`src/rtl/dart_throw_sequencer.sv`:
```
// Dart throw sequencer: paces dart_come/x/y strobes into the dart-game
// scoring core, rotating through players and stopping on game end,
// a win, or a player_done timeout.
module dart_throw_sequencer #(
  parameter int          COORD_W         = 8,
  parameter int          NUM_PLAYERS     = 2,
  parameter int          THROWS_PER_TURN = 3,
  parameter int          GAP_CYCLES      = 4,
  parameter int          TIMEOUT_CYCLES  = 1024,
  parameter int          SWEEP_STEP      = 1,
  parameter logic [31:0] LFSR_SEED       = 32'hACE1_0001
) (
  input  logic                           clk,
  input  logic                           reset,
  input  logic                           start_i,
  input  logic [1:0]                     mode_i,
  input  logic [COORD_W-1:0]             fixed_x_i,
  input  logic [COORD_W-1:0]             fixed_y_i,
  input  logic                           game_set_i,
  input  logic [NUM_PLAYERS-1:0]         player_done_i,
  input  logic [NUM_PLAYERS-1:0]         player_win_i,
  output logic                           dart_come_o,
  output logic [COORD_W-1:0]             dart_position_x_o,
  output logic [COORD_W-1:0]             dart_position_y_o,
  output logic [$clog2(NUM_PLAYERS)-1:0] cur_player_o,
  output logic [15:0]                    throw_cnt_o,
  output logic                           busy_o,
  output logic                           finished_o,
  output logic                           winner_valid_o,
  output logic [$clog2(NUM_PLAYERS)-1:0] winner_o,
  output logic                           error_o
);

  localparam int PW     = $clog2(NUM_PLAYERS);
  localparam int GAP_W  = (GAP_CYCLES > 1) ? $clog2(GAP_CYCLES) : 1;
  localparam int TO_W   = (TIMEOUT_CYCLES > 1) ? $clog2(TIMEOUT_CYCLES) : 1;
  localparam int TURN_W = $clog2(THROWS_PER_TURN + 1);

  // A GAP of 0 or 1 cycles both collapse to a single GAP cycle.
  localparam logic [GAP_W-1:0]   GAP_LAST    = GAP_W'((GAP_CYCLES > 1) ? GAP_CYCLES - 1 : 0);
  localparam logic [TO_W-1:0]    TO_LAST     = TO_W'((TIMEOUT_CYCLES > 1) ? TIMEOUT_CYCLES - 1 : 0);
  localparam logic [TURN_W-1:0]  TURN_MAX    = TURN_W'(THROWS_PER_TURN);
  localparam logic [PW-1:0]      PLAYER_LAST = PW'(NUM_PLAYERS - 1);
  localparam logic [COORD_W-1:0] STEP_C      = COORD_W'(SWEEP_STEP);
  localparam logic [31:0]        LFSR_TAPS   = 32'h8020_0003;

  localparam logic [1:0] MODE_LFSR  = 2'd1;
  localparam logic [1:0] MODE_SWEEP = 2'd2;

  typedef enum logic [2:0] {
    S_IDLE,
    S_GAP,
    S_FIRE,
    S_WAIT_DONE,
    S_FINISH
  } state_t;

  state_t              state_q, state_d;
  logic [GAP_W-1:0]    gap_cnt_q;
  logic [TO_W-1:0]     wait_cnt_q;
  logic [TURN_W-1:0]   turn_cnt_q;
  logic [PW-1:0]       cur_player_q;
  logic [15:0]         throw_cnt_q;
  logic [COORD_W-1:0]  pos_x_q, pos_y_q;
  logic [COORD_W-1:0]  sweep_x_q, sweep_y_q;
  logic [COORD_W:0]    sweep_x_sum;
  logic [31:0]         lfsr_q, lfsr_next;
  logic                winner_valid_q;
  logic [PW-1:0]       winner_q;
  logic                error_q;

  logic                game_end;
  logic                busy;
  logic                done_cur;
  logic [PW-1:0]       win_idx;

  // FSM control strobes
  logic                start_game;
  logic                fire;
  logic                turn_adv;
  logic                timeout_hit;

  assign game_end    = game_set_i | (|player_win_i);
  assign busy        = (state_q == S_GAP) || (state_q == S_FIRE) || (state_q == S_WAIT_DONE);
  assign done_cur    = player_done_i[cur_player_q];
  assign lfsr_next   = {1'b0, lfsr_q[31:1]} ^ (lfsr_q[0] ? LFSR_TAPS : 32'h0);
  assign sweep_x_sum = {1'b0, sweep_x_q} + {1'b0, STEP_C};

  // Lowest-index set win bit
  always_comb begin
    win_idx = '0;
    for (int i = NUM_PLAYERS - 1; i >= 0; i--) begin
      if (player_win_i[i]) win_idx = PW'(i);
    end
  end

  // State register
  always_ff @(posedge clk or posedge reset) begin
    if (reset) state_q <= S_IDLE;
    else       state_q <= state_d;
  end

  // Next-state logic; game end outranks every other transition
  always_comb begin
    state_d     = state_q;
    start_game  = 1'b0;
    fire        = 1'b0;
    turn_adv    = 1'b0;
    timeout_hit = 1'b0;
    case (state_q)
      S_IDLE, S_FINISH: begin
        if (start_i) begin
          state_d    = S_GAP;
          start_game = 1'b1;
        end
      end
      S_GAP: begin
        if (game_end) begin
          state_d = S_FINISH;
        end else if (gap_cnt_q == GAP_LAST) begin
          state_d = S_FIRE;
          fire    = 1'b1;
        end
      end
      S_FIRE: begin
        if (game_end)                state_d = S_FINISH;
        else if (turn_cnt_q < TURN_MAX) state_d = S_GAP;
        else                         state_d = S_WAIT_DONE;
      end
      S_WAIT_DONE: begin
        if (game_end) begin
          state_d = S_FINISH;
        end else if (done_cur) begin
          state_d  = S_GAP;
          turn_adv = 1'b1;
        end else if (wait_cnt_q == TO_LAST) begin
          state_d     = S_FINISH;
          timeout_hit = 1'b1;
        end
      end
      default: state_d = S_IDLE;
    endcase
  end

  // Gap and timeout timers restart whenever their state is (re)entered
  always_ff @(posedge clk or posedge reset) begin
    if (reset) begin
      gap_cnt_q  <= '0;
      wait_cnt_q <= '0;
    end else begin
      gap_cnt_q  <= (state_q == S_GAP && state_d == S_GAP) ? gap_cnt_q + 1'b1 : '0;
      wait_cnt_q <= (state_q == S_WAIT_DONE && state_d == S_WAIT_DONE) ? wait_cnt_q + 1'b1 : '0;
    end
  end

  // Turn bookkeeping: throws in this turn, active player, game throw total
  always_ff @(posedge clk or posedge reset) begin
    if (reset) begin
      turn_cnt_q   <= '0;
      cur_player_q <= '0;
      throw_cnt_q  <= '0;
    end else if (start_game) begin
      turn_cnt_q   <= '0;
      cur_player_q <= '0;
      throw_cnt_q  <= '0;
    end else begin
      if (fire) begin
        turn_cnt_q <= turn_cnt_q + 1'b1;
        if (throw_cnt_q != 16'hFFFF) throw_cnt_q <= throw_cnt_q + 16'd1;
      end
      if (turn_adv) begin
        turn_cnt_q   <= '0;
        cur_player_q <= (cur_player_q == PLAYER_LAST) ? '0 : cur_player_q + 1'b1;
      end
    end
  end

  // Coordinate generation; x/y load on the edge that enters FIRE
  always_ff @(posedge clk or posedge reset) begin
    if (reset) begin
      pos_x_q   <= '0;
      pos_y_q   <= '0;
      sweep_x_q <= '0;
      sweep_y_q <= '0;
      lfsr_q    <= LFSR_SEED;
    end else if (start_game) begin
      sweep_x_q <= '0;
      sweep_y_q <= '0;
    end else if (fire) begin
      case (mode_i)
        MODE_LFSR: begin
          pos_x_q <= lfsr_next[COORD_W-1:0];
          pos_y_q <= lfsr_next[COORD_W+15:16];
          lfsr_q  <= lfsr_next;
        end
        MODE_SWEEP: begin
          pos_x_q   <= sweep_x_q;
          pos_y_q   <= sweep_y_q;
          sweep_x_q <= sweep_x_sum[COORD_W-1:0];
          if (sweep_x_sum[COORD_W]) sweep_y_q <= sweep_y_q + STEP_C;
        end
        default: begin
          pos_x_q <= fixed_x_i;
          pos_y_q <= fixed_y_i;
        end
      endcase
    end
  end

  // Winner capture (first win only) and sticky timeout flag
  always_ff @(posedge clk or posedge reset) begin
    if (reset) begin
      winner_valid_q <= 1'b0;
      winner_q       <= '0;
      error_q        <= 1'b0;
    end else if (start_game) begin
      winner_valid_q <= 1'b0;
      winner_q       <= '0;
      error_q        <= 1'b0;
    end else begin
      if (busy && (|player_win_i) && !winner_valid_q) begin
        winner_valid_q <= 1'b1;
        winner_q       <= win_idx;
      end
      if (timeout_hit) error_q <= 1'b1;
    end
  end

  assign dart_come_o       = (state_q == S_FIRE);
  assign dart_position_x_o = pos_x_q;
  assign dart_position_y_o = pos_y_q;
  assign cur_player_o      = cur_player_q;
  assign throw_cnt_o       = throw_cnt_q;
  assign busy_o            = busy;
  assign finished_o        = (state_q == S_FINISH);
  assign winner_valid_o    = winner_valid_q;
  assign winner_o          = winner_q;
  assign error_o           = error_q;

endmodule
```
`config.mk`:
```
export PLATFORM = sky130hd
export DESIGN_NAME = dart_throw_sequencer
export DESIGN_NICKNAME = d
export VERILOG_FILES = /design/src/rtl/dart_throw_sequencer.sv
export SDC_FILE = /design/constraint.sdc
export NUM_CORES = 1
export LEC_CHECK = 0
export ABC_AREA = 1
export CORE_UTILIZATION = 40
export CTS_CLUSTER_DIAMETER = 200
export DETAILED_ROUTE_END_ITERATION = 10
export PLACE_DENSITY = 0.72
export SLEW_MARGIN = 20
export SYNTH_ARGS = -nofsm -noshare
export SYNTH_HDL_FRONTEND = slang
export SYNTH_SLANG_ARGS = --single-unit
```
`constraint.sdc`:
```
create_clock -name clk -period 3.2 [get_ports clk]
set_input_delay 0.48 -clock clk [delete_from_list [all_inputs] [get_ports clk]]
set_output_delay 0.48 -clock clk [all_outputs]
set_load 0.1 [all_outputs]
```
* Word level (Yosys, flattened, before mapping)
Index checks and enable logic that the tools add are counted.
Storage, ports and cells: flip-flop bits (word level) 101, bits of input ports 26, output and inout port bits 39, word-level logic and storage cells 112
Cells by class: $add $sub $neg 7, order comparisons 2, equality and inequality tests 11, muxes and demuxes 52, bitwise gates (word level) 3, reduce and logical (&&, ||, !) cells 23
Operators by type and width (number):
- $mux 8 | 7
- $mux 16 | 3
- $mux 32 | 1
- $pmux 8 s2 | 2
- $xor 31x32->32 | 1
- $mux 1 | 25
- $mux 3 | 7
- $add 16x1->16 const B | 1
- $ne 16x16->1 const B | 1
- $reduce_bool 2->1 | 7
- $pmux 3 s4 | 1
- $add 10x1->10 const B | 1
- $eq 10x10->1 const B | 1
- $mux 10 | 1
- $mux 2 | 5
- $add 8x1->9 const B | 1
- $eq 3x2->1 const B | 3
- $add 8x1->8 const B | 1
- $eq 3x1->1 const B | 2
- $reduce_and 2->1 | 3
- $reduce_and 3->1 | 2
- $add 2x1->2 const B | 2
- $eq 2x2->1 const B | 2
- $logic_and 1x1->1 | 4
- 12 further kinds | 14

* Longest topological paths before layout
Gate-level depths: netlist (run 1).
word-level depth 8, gate-level depth with buffers 9

* Least setup slack after synthesis (run 1)
No wires, ideal clock.
path type register to register, from register state_q[1], to register winner_q (netlist: winner_o), library setup time 130 ps, arrival 2388 ps, setup slack 682 ps, stages on the path, launching flop included 8, period minus slack after synthesis 2518 ps, cell sequence dfrtp_1 -> inv_2 -> nand2_2 -> inv_1 -> nor2_1 -> nand3_1 -> nand3_1 -> o21ai_0
On the way: cells in the longest elaborated chain, start to end 6
RTL lines:
- from (decl) | RTL line 58 | state_t state_q, state_d;
- from (signal assigned) | RTL line 100 | else state_q <= state_d;
- $eq 3x1->1 or $eq 3x2->1 (tied branches) | RTL line 84 | assign busy = (state_q == S_GAP) || (state_q == S_FIRE) || (state_q == S_WAIT_DONE);
- $logic_or 1x1->1 | RTL line 84
- $logic_or 1x1->1 * | RTL line 84
- via busy_o | RTL line 27 | output logic busy_o,
- $logic_and 1x1->1 * (2 in series) | RTL line 221 | if (busy && (|player_win_i) && !winner_valid_q) begin
- $reduce_bool 2->1 (no line) *
- to (signal assigned) | RTL line 223 | winner_q <= win_idx;
- to (decl) | RTL line 69 | logic [PW-1:0] winner_q;
Mark *: on every way through the listed nets, which the timed path passes. The rest lies on a longest branch. A chain may end at the register's enable or synchronous reset.

* Worst setup path in the final report (run 1)
from register pos_x_q[4] (netlist: dart_position_x_o[4]), to output dart_position_x_o[4]
RTL lines:
- from (decl) | RTL line 64 | logic [COORD_W-1:0] pos_x_q, pos_y_q;
- from (signal assigned) | RTL line 192 | pos_x_q <= lfsr_next[COORD_W-1:0];
- from (signal assigned) | RTL line 197 | pos_x_q <= sweep_x_q;
- from (signal assigned) | RTL line 203 | pos_x_q <= fixed_x_i;
- to (decl) | RTL line 23 | output logic [COORD_W-1:0] dart_position_x_o,
No word-level cell between the ends.

==> results.sh, run 1 <==
export IMPL_cts_buffers=9
export IMPL_rsz0062_at_grt="false"
export IMPL_initial_core_util_pct=41.47
export IMPL_pwr_share_seq_pct=46.2
export IMPL_critPathCaptureType="output pin"
export IMPL_yosysWarningCount=0
export IMPL_syn_cell_area_mm2=0.005298
export IMPL_cp_max_fo=2
export IMPL_wirelength_mm=11.22
export IMPL_final_cell_count_no_fill=894
export IMPL_p_comb_share_pct=12.2
export IMPL_final_min_clock_period_ns=2.354
export IMPL_antenna_found_initial=0
export IMPL_ctsHoldBuffers=0
export IMPL_cellLeakagePower_nw=3.018
export IMPL_multiInputGateArea_mm2=0.002310
export IMPL_route_detailed_drc=0
export IMPL_antenna_left=0
export IMPL_postCtsSetupBuffers=0
export IMPL_drive_gt1_share_pct=10.94
export IMPL_drv_slew=0
export IMPL_min_path_type="reg -> reg"
export IMPL_synth_cell_types=35
export IMPL_grtUsageTotal_pct=18.16
export IMPL_final_common_cell="nand2_1"
export IMPL_vias_per_cell=4.864
export IMPL_fin_setup_tns_ns=0
export IMPL_p_per_area_mw_per_mm2=452.9
export IMPL_num_rows=41
export IMPL_crit_required_ns=2.72
export IMPL_cp_cell_sequence="clkdlybuf4s50_1"
export IMPL_grt_pass1_vias=4079
export IMPL_tritoncts="built"
export IMPL_ys_ff_latch=101
export IMPL_hpwlAfterDp_mm=7.885
export IMPL_fmax_mhz=424.8
export IMPL_p_sw_uw=776.2
export IMPL_tightest_slew_ns=0.9842
export IMPL_synth_seq_area_share_pct=47.92
export IMPL_die_w_um=117.1
export IMPL_critPathTopFamily="buffers and inverters"
export IMPL_final_cell_mix="nand2_1, dfrtp_1, inv_1, nor2_1, nand3_1"
export IMPL_status="finished clean"
export IMPL_cpMaxStageDelayCell="clkdlybuf4s50_1"
export IMPL_grt_max_degree=60
export IMPL_gp_congestion=0.8737
export IMPL_p_sw_share_pct=27.24
export IMPL_cts_clk_slew_worst_paths_ns=0.07
export IMPL_finalHoldViolations=0
export IMPL_path_buf_inv=1
export IMPL_drt_iter0_markers=255
export IMPL_power_share_clock_pct=41.6
export IMPL_vias=4348
export IMPL_cts_resized=0
export IMPL_wl_per_cell_um=12.55
export IMPL_syn_nets=695
export IMPL_cap_violations=0
export IMPL_crit_path_max_incr_delay_ns=1.15
export IMPL_h_tree_depth=3
export IMPL_cts_buffer_depth=2
export IMPL_setup_viol=0
export IMPL_fin_area_mm2=0.006291
export IMPL_syn_to_final_growth_pct=18.75
export IMPL_worst_setup_path_start_kind="flip-flop"
export IMPL_cts_sinks=101
export IMPL_post_route_period_util_pct=73.56
export IMPL_slew_headroom_pct=34.18
export IMPL_clk_latency_ns=0.36
export IMPL_synth_area_per_cell_um2=8.014
export IMPL_dieHeight_um=117.1
export IMPL_peakVddDrop_mv=0.2525
export IMPL_critical_path_arrival_ns=1.87
export IMPL_hold_ws_ns=0.4406
export IMPL_firstDrtPassIters=5
export IMPL_top_level_ports=65
export IMPL_grt_first_pass_wirelength_mm=19.04
export IMPL_coreArea_mm2=0.01277
export IMPL_fin_skew_ns=0.006771
export IMPL_place_area_mm2=0.005968
export IMPL_dp_cells=878
export IMPL_netlist_instances=661
export IMPL_power_internal_mw=2.073
export IMPL_num_nets_final=751
export IMPL_n_fill_cell=1231
export IMPL_n_antenna_cell=0
export IMPL_cts_root_buf="clkbuf_16"
export IMPL_dieArea_mm2=0.01371
export IMPL_portBuffers=64
export IMPL_power_mw=2.849
export IMPL_overflow=0
export IMPL_timing_setup_critical_path_class="reg -> out"
export IMPL_seq_area_mm2=0.002539
[cell type report]
type	count	area share [%]
clock inverter	7	1.551
timing repair buffer	68	9.785
tap	172	3.421
sequential	101	40.35
inverter	76	4.594
clock buffer	9	3.580
multi-input combinational	461	36.71
[through the flow]
step | worst slack (ns) | utilization (%)
finish | 0.8461 | 49.25
global route | 0.7750 | 49.25
CTS | 0.8383 | 49.25
detailed placement | 0.5996 | 46.72
global placement | 0.6781 | 46.72
floorplan | 0.08776 | -
[power groups by stage]
stage               clock network [mW]  registers (mW)  logic (mW)
finish                            1.19            1.32       0.347
global route                      1.27            1.32       0.381
CTS                               1.22            1.32       0.353
detailed placement                   0            1.34       0.352
global placement                     0            1.34       0.351
floorplan                            0            1.44       0.150
[cell families (layout without fill, tap and decap cells)]
logic type / Yosys count / after routing / synth area share (%)
compound gates: 93 / 93 / 9.943
xor+xnor: 24 / 24 / 3.968
fa+ha+maj: 8 / 8 / 1.890
buf+inv: 99 / 160 / 8.479
flops: 101 / 101 / 47.92
simple gates: 336 / 336 / 27.80
[worst paths after layout]
path	start	to	slack (ns)	depth (start not counted)
worst max-delay path	dart_position_x_o[4]$_DFFE_PP0P_	dart_position_x_o[4]	0.85	1
min in group asynchronous	reset	lfsr_q[11]$_DFFE_PP0P_	0.53	2
worst max register to register	state_q[1]$_DFF_PP0_	lfsr_q[2]$_DFFE_PP0P_	1.16	6
worst min register to register	gap_cnt_q[0]$_DFF_PP0_	gap_cnt_q[0]$_DFF_PP0_	0.44	1
worst min-delay path	gap_cnt_q[0]$_DFF_PP0_	gap_cnt_q[0]$_DFF_PP0_	0.44	1
max in group asynchronous	reset	throw_cnt_o[13]$_DFFE_PP0P_	1.98	3
[state kept, by name, summed over array words and instances, names as in the netlist]
signal	cells
winner_o	1
sweep_x_q	8
gap_cnt_q	2
cur_player_o	1
state_q	3
throw_cnt_o	16
sweep_y_q	8
wait_cnt_q	10
error_o	1
winner_valid_o	1
lfsr_q	32
dart_position_x_o	8
turn_cnt_q	2
dart_position_y_o	8
[per-layer routing]
metal	wire length [µm]	vias to the layer above	GRT usage (%)	share of wire, %
li1	-	2232	-	-
met1	5269	2011	22.93	47
met2	5285	95	30.57	47
met3	540	10	5.510	4.8
met4	124	0	4.388	1.1
met5	0	-	0	0
[cells in the mapped netlist, drive strengths merged]
cell type | instances | area [µm²]
a21oi | 5 | 25.02
a31oi | 14 | 87.58
buf | 18 | 142.6
clkbuf | 5 | 20.01
clkinv | 1 | 5.000
dfrtp | 92 | 2302
dfstp | 9 | 236.5
ha | 8 | 100.1
inv | 75 | 281.5
nand2 | 192 | 733.2
nand3 | 54 | 282.8
nand3b | 4 | 30.03
nand4 | 12 | 75.07
nor2 | 68 | 305.3
nor3 | 6 | 46.30
o211ai | 1 | 7.510
o21ai | 59 | 314.1
o21bai | 4 | 30.03
o22ai | 10 | 62.56
xnor2 | 1 | 8.760
xor2 | 23 | 201.4
No activity file was read; power rests on OpenSTA's default activity.
==> inputs of run 2 (changes only) <==
--- a/config.mk
+++ b/config.mk
@@ -9,7 +9,7 @@
 export CORE_UTILIZATION = 40
 export CTS_CLUSTER_DIAMETER = 200
 export DETAILED_ROUTE_END_ITERATION = 10
-export PLACE_DENSITY = 0.72
+export PLACE_DENSITY = 0.7
 export SLEW_MARGIN = 20
 export SYNTH_ARGS = -nofsm -noshare
 export SYNTH_HDL_FRONTEND = slang
==> constraint.sdc (replaced) <==
create_clock -name clk -period 2.5 [get_ports clk]
set_input_delay 0.375 -clock clk [delete_from_list [all_inputs] [get_ports clk]]
set_output_delay 0.375 -clock clk [all_outputs]
set_load 0.1 [all_outputs]
==> results.sh, run 2 (synthesis results as in run 1) <==
export IMPL_grtUsageTotal_pct=18.43
export IMPL_fin_area_mm2=0.006261
export IMPL_die_w_um=117.1
export IMPL_hold_end="gap_cnt_q[0]$_DFF_PP0_"
export IMPL_p_sw_uw=949.7
export IMPL_dieArea_mm2=0.01371
export IMPL_fmax_mhz=513.2
export IMPL_final_common_cell="nand2_1"
export IMPL_wl_per_cell_um=12.99
export IMPL_place_area_mm2=0.005972
export IMPL_clk_latency_ns=0.35
export IMPL_drive_gt1_share_pct=12.67
export IMPL_hold_depth=1
export IMPL_r2r_end="throw_cnt_o[8]$_DFFE_PP0P_"
export IMPL_cts_sinks=101
export IMPL_cts_clk_slew_worst_paths_ns=0.07
export IMPL_gp_congestion=0.8654
export IMPL_tritoncts="built"
export IMPL_grt_first_pass_wirelength_mm=19.69
export IMPL_hpwlAfterDp_mm=8.184
export IMPL_power_internal_mw=2.578
export IMPL_p_comb_share_pct=12.8
export IMPL_setup_viol=0
export IMPL_power_share_clock_pct=39.4
export IMPL_p_sw_share_pct=26.92
export IMPL_top_level_ports=65
export IMPL_cpMaxStageDelayCell="dfrtp_1"
export IMPL_syn_to_final_growth_pct=18.19
export IMPL_ctsHoldBuffers=0
export IMPL_initial_core_util_pct=41.47
export IMPL_vias_per_cell=5.006
export IMPL_cts_buffers=9
export IMPL_worst_r2r_setup_slack_ns=0.55
export IMPL_place_ws_ns=0.2645
export IMPL_min_path_type="reg -> reg"
export IMPL_cp_max_fo=27
export IMPL_overflow=0
export IMPL_route_detailed_drc=0
export IMPL_cts_resized=0
export IMPL_vias=4495
export IMPL_largest_reg_flops=32
export IMPL_status="finished clean"
export IMPL_peakVddDrop_mv=0.3797
export IMPL_finalHoldViolations=0
export IMPL_rr_startpoint="throw_cnt_o[0]$_DFFE_PP0P_"
export IMPL_postCtsSetupBuffers=0
export IMPL_n_antenna_cell=0
export IMPL_final_cell_mix="nand2_1, dfrtp_1, inv_1, nor2_1, nand3_1"
export IMPL_post_route_period_util_pct=77.95
export IMPL_crit_path_max_incr_delay_ns=0.44
export IMPL_fin_setup_tns_ns=0
export IMPL_final_min_clock_period_ns=1.949
export IMPL_critical_path_arrival_ns=2.19
export IMPL_h_tree_depth=3
export IMPL_p_per_area_mw_per_mm2=563.4
export IMPL_cellLeakagePower_nw=3.046
export IMPL_slew_headroom_pct=63.89
export IMPL_grt_max_degree=102
export IMPL_antenna_found_initial=0
export IMPL_regMostFlops="lfsr_q"
export IMPL_pwr_share_seq_pct=47.8
export IMPL_tightest_slew_ns=0.5410
export IMPL_cap_violations=0
export IMPL_grt_pass1_vias=4266
export IMPL_critPathCaptureType="flip-flop"
export IMPL_cts_root_buf="clkbuf_16"
export IMPL_setup_slack_ns=0.5513
export IMPL_rsz0062_at_grt="false"
export IMPL_cp_cell_sequence="ha_1, nand3_1, nor3_1, nand3_1, nand2_4, inv_1, nand2_1, nand2_1"
export IMPL_cts_buffer_depth=2
export IMPL_drt_iter0_markers=333
export IMPL_hp_start="gap_cnt_q[0]$_DFF_PP0_"
export IMPL_num_rows=41
export IMPL_drv_slew=0
export IMPL_timing_setup_critical_path_class="reg -> reg"
export IMPL_coreArea_mm2=0.01277
export IMPL_dieHeight_um=117.1
export IMPL_antenna_left=0
export IMPL_portBuffers=64
export IMPL_fin_skew_ns=0.009679
export IMPL_num_nets_final=755
export IMPL_crit_required_ns=2.74
export IMPL_wirelength_mm=11.67
export IMPL_reg2reg_depth=8
export IMPL_firstDrtPassIters=4
export IMPL_worst_setup_path_start_kind="flip-flop"
[run 2: cell count changes in the layout (fill, tap and decap cells not counted), sizes merged]
cell           previous run  this run
buf                      31        47
clkdlybuf4s50            37        25
clkbuf                    9        14
inv                      77        74
bufinv                    2         1
clkinvlp                  2         1
[run 2: power groups by stage]
| stage | logic (mW) | registers (mW) | clock network [mW] |
|---|---|---|---|
| finish | 0.451 | 1.69 | 1.39 |
| global route | 0.489 | 1.69 | 1.48 |
| CTS | 0.456 | 1.68 | 1.42 |
| detailed placement | 0.456 | 1.72 | 0 |
| global placement | 0.452 | 1.71 | 0 |
| floorplan | 0.194 | 1.85 | 0 |
[run 2: how the worst max path moves through the flow]
| stage | endpoint | cells past startpoint | start | slack (ns) |
|---|---|---|---|---|
| final | throw_cnt_o[8]$_DFFE_PP0P_ | 8 | throw_cnt_o[0]$_DFFE_PP0P_ | 0.55 |
| after global routing | throw_cnt_o[6]$_DFFE_PP0P_ | 8 | throw_cnt_o[0]$_DFFE_PP0P_ | 0.36 |
| after CTS | throw_cnt_o[8]$_DFFE_PP0P_ | 8 | throw_cnt_o[0]$_DFFE_PP0P_ | 0.55 |
| after detailed placement | lfsr_q[20]$_DFFE_PP0P_ | 9 | player_win_i[0] | 0.26 |
| after global placement | lfsr_q[7]$_DFFE_PP0P_ | 8 | player_win_i[0] | 0.33 |
| after floorplan | throw_cnt_o[13]$_DFFE_PP0P_ | 8 | throw_cnt_o[0]$_DFFE_PP0P_ | 0.22 |
[run 2: final cells by class]
type / instances / area [µm²]
tap: 172 / 215.2
multi-input combinational: 461 / 2312
timing repair buffer: 72 / 615.6
sequential: 101 / 2539
inverter: 76 / 290.3
clock inverter: 2 / 35.03
clock buffer: 14 / 254.0
fill: 1216 / 6513
[run 2: metrics by stage]
stage / util (%) / power (mW) / instances / hold WS (ns)
finish: 49.02 / 3.527 / 898 / 0.4296
global route: 49.02 / 3.657 / 898 / 0.4490
CTS: 49.02 / 3.563 / 898 / 0.4336
detailed placement: 46.75 / 2.171 / 882 / 0.4244
global placement: 46.75 / 2.167 / 882 / 0.4205
floorplan: - / 2.040 / 661 / 0.4088
[run 2: worst max-delay path, delay by kind of cell (launching register included)]
family / cells / cell delay, ns
adder cells (fa/ha/maj): 1 / 0.28
buffers and inverters: 1 / 0.15
flip-flops: 1 / 0.44
AND/OR/NAND/NOR: 6 / 0.97
[run 2: metal layers]
metal	routed length, µm	up-vias	track usage [%]	share of wire [%]
met3	551	18	4.943	4.7
met4	191	0	5.654	1.6
met2	5841	116	32.43	50
li1	-	2246	-	-
met1	5085	2115	22.01	44
met5	0	-	0	0
==> inputs of run 3 (changes only) <==
==> constraint.sdc (replaced) <==
create_clock -name clk -period 1.8 [get_ports clk]
set_input_delay 0.27 -clock clk [delete_from_list [all_inputs] [get_ports clk]]
set_output_delay 0.27 -clock clk [all_outputs]
set_load 0.1 [all_outputs]
==> results.sh, run 3 (synthesis results as in run 1) <==
export IMPL_route_detailed_drc=0
export IMPL_vias_per_cell=5.012
export IMPL_drive_gt1_share_pct=17.99
export IMPL_grt_first_pass_wirelength_mm=21.28
export IMPL_status="finished clean"
export IMPL_overflow=0
export IMPL_critical_path_arrival_ns=1.39
export IMPL_vias=4596
export IMPL_critPathCaptureType="output pin"
export IMPL_pwr_share_seq_pct=46.7
export IMPL_cp_max_fo=4
export IMPL_num_rows=41
export IMPL_r2r_end="throw_cnt_o[9]$_DFFE_PP0P_"
export IMPL_cts_buffers=9
export IMPL_dieArea_mm2=0.01371
export IMPL_reg2reg_depth=7
export IMPL_worst_setup_path_start_kind="flip-flop"
export IMPL_setup_slack_ns=0.1410
export IMPL_rr_startpoint="throw_cnt_o[1]$_DFFE_PP0P_"
export IMPL_cts_resized=0
export IMPL_cts_sinks=101
export IMPL_min_path_type="in -> async"
export IMPL_regMostFlops="lfsr_q"
export IMPL_crit_required_ns=1.53
export IMPL_grtUsageTotal_pct=20.00
export IMPL_firstDrtPassIters=5
export IMPL_grt_pass1_vias=4621
export IMPL_finalHoldViolations=0
export IMPL_n_fill_cell=1143
export IMPL_num_nets_final=774
export IMPL_rsz0062_at_grt="false"
export IMPL_hold_ws_ns=0.3297
export IMPL_wl_per_cell_um=13.52
export IMPL_peakVddDrop_mv=0.4695
export IMPL_dieHeight_um=117.1
export IMPL_die_w_um=117.1
export IMPL_coreArea_mm2=0.01277
export IMPL_syn_to_final_growth_pct=28.60
export IMPL_cts_buffer_depth=2
export IMPL_p_sw_mw=1.388
export IMPL_tritoncts="built"
export IMPL_antenna_found_initial=0
export IMPL_post_route_period_util_pct=92.16
export IMPL_p_sw_share_pct=27.45
export IMPL_final_common_cell="nand2_1"
export IMPL_gp_congestion=0.9312
export IMPL_grt_max_degree=88
export IMPL_ctsHoldBuffers=0
export IMPL_hpwlAfterDp_mm=9.079
export IMPL_clk_latency_ns=0.35
export IMPL_top_level_ports=65
export IMPL_startpoint="state_q[2]$_DFF_PP0_"
export IMPL_fin_skew_ns=0.007562
export IMPL_drv_slew=0
export IMPL_cts_root_buf="clkbuf_16"
export IMPL_power_internal_mw=3.669
export IMPL_p_comb_share_pct=14.3
export IMPL_dp_cells=901
export IMPL_tightest_slew_ns=0.4589
export IMPL_h_tree_depth=3
export IMPL_timing_setup_critical_path_class="reg -> out"
export IMPL_final_cell_count_no_fill=917
export IMPL_portBuffers=64
export IMPL_cts_clk_slew_worst_paths_ns=0.07
export IMPL_antenna_left=0
export IMPL_cp_endpoint="dart_come_o"
export IMPL_worst_r2r_setup_slack_ns=0.15
export IMPL_n_antenna_cell=0
export IMPL_power_share_clock_pct=39.1
export IMPL_largest_reg_flops=32
export IMPL_final_cell_mix="nand2_1, dfrtp_1, inv_1, nor2_1, nand3_1"
export IMPL_fin_setup_tns_ns=0
export IMPL_cap_violations=0
export IMPL_wirelength_mm=12.40
export IMPL_fmax_mhz=602.8
export IMPL_setup_viol=0
export IMPL_place_ws_ns=-0.1070
export IMPL_p_per_area_mw_per_mm2=742.3
export IMPL_postCtsSetupBuffers=0
export IMPL_slew_headroom_pct=69.41
export IMPL_cellLeakagePower_nw=3.194
export IMPL_initial_core_util_pct=41.47
export IMPL_drt_iter0_markers=392
export IMPL_final_min_clock_period_ns=1.659
run 3: worst min-delay path by stage:
stage                                  end  slack (ns)  cells after the start
floorplan             winner_o$_DFFE_PP0P_        0.38                      1
global placement    gap_cnt_q[0]$_DFF_PP0_        0.42                      1
detailed placement  gap_cnt_q[0]$_DFF_PP0_        0.43                      1
CTS                 lfsr_q[11]$_DFFE_PP0P_        0.32                      3
global route        lfsr_q[12]$_DFFE_PP0P_        0.34                      3
finish              lfsr_q[12]$_DFFE_PP0P_        0.33                      3
run 3: power groups by stage:
stage / clock, mW / combinational [mW] / sequential [mW]
final: 1.98 / 0.722 / 2.36
after global routing: 2.13 / 0.771 / 2.36
after detailed placement: 0 / 0.728 / 2.40
after floorplan: 0 / 0.272 / 2.57
after CTS: 2.03 / 0.729 / 2.36
after global placement: 0 / 0.717 / 2.40
run 3: worst max-delay path, stage by stage, from the launching register on:
cell and delay, ns:
dfrtp_1 0.47, inv_1 0.14, nand3_1 0.08, inv_1 0.16
buf_12 0.20
run 3: routing by layer:
metal	track usage, %	wire, µm	vias up
met5	0	0	-
met4	7.511	259	0
met3	4.789	708	20
met2	32.66	5763	129
met1	25.84	5669	2160
li1	-	-	2287
run 3: cell type report:
class                           instances  area (µm²)  area share, %
Clock buffer                           11       242.7          3.563
Clock inverter                          5       58.81         0.8632
Inverter                               76       290.3          4.261
Multi-Input combinational cell        461        2337          34.31
Sequential cell                       101        2560          37.58
Tap cell                              172       215.2          3.159
Timing Repair Buffer                   91        1109          16.27
run 3: stage by stage:
stage | util, % | cell area [µm²] | total power [mW]
2_1_floorplan | - | 5350 | 2.845
3_3_place_gp | 50.97 | 6511 | 3.119
3_5_place_dp | 50.97 | 6511 | 3.131
4_1_cts | 53.34 | 6813 | 5.119
5_1_grt | 53.34 | 6813 | 5.269
6_report | 53.34 | 6813 | 5.057
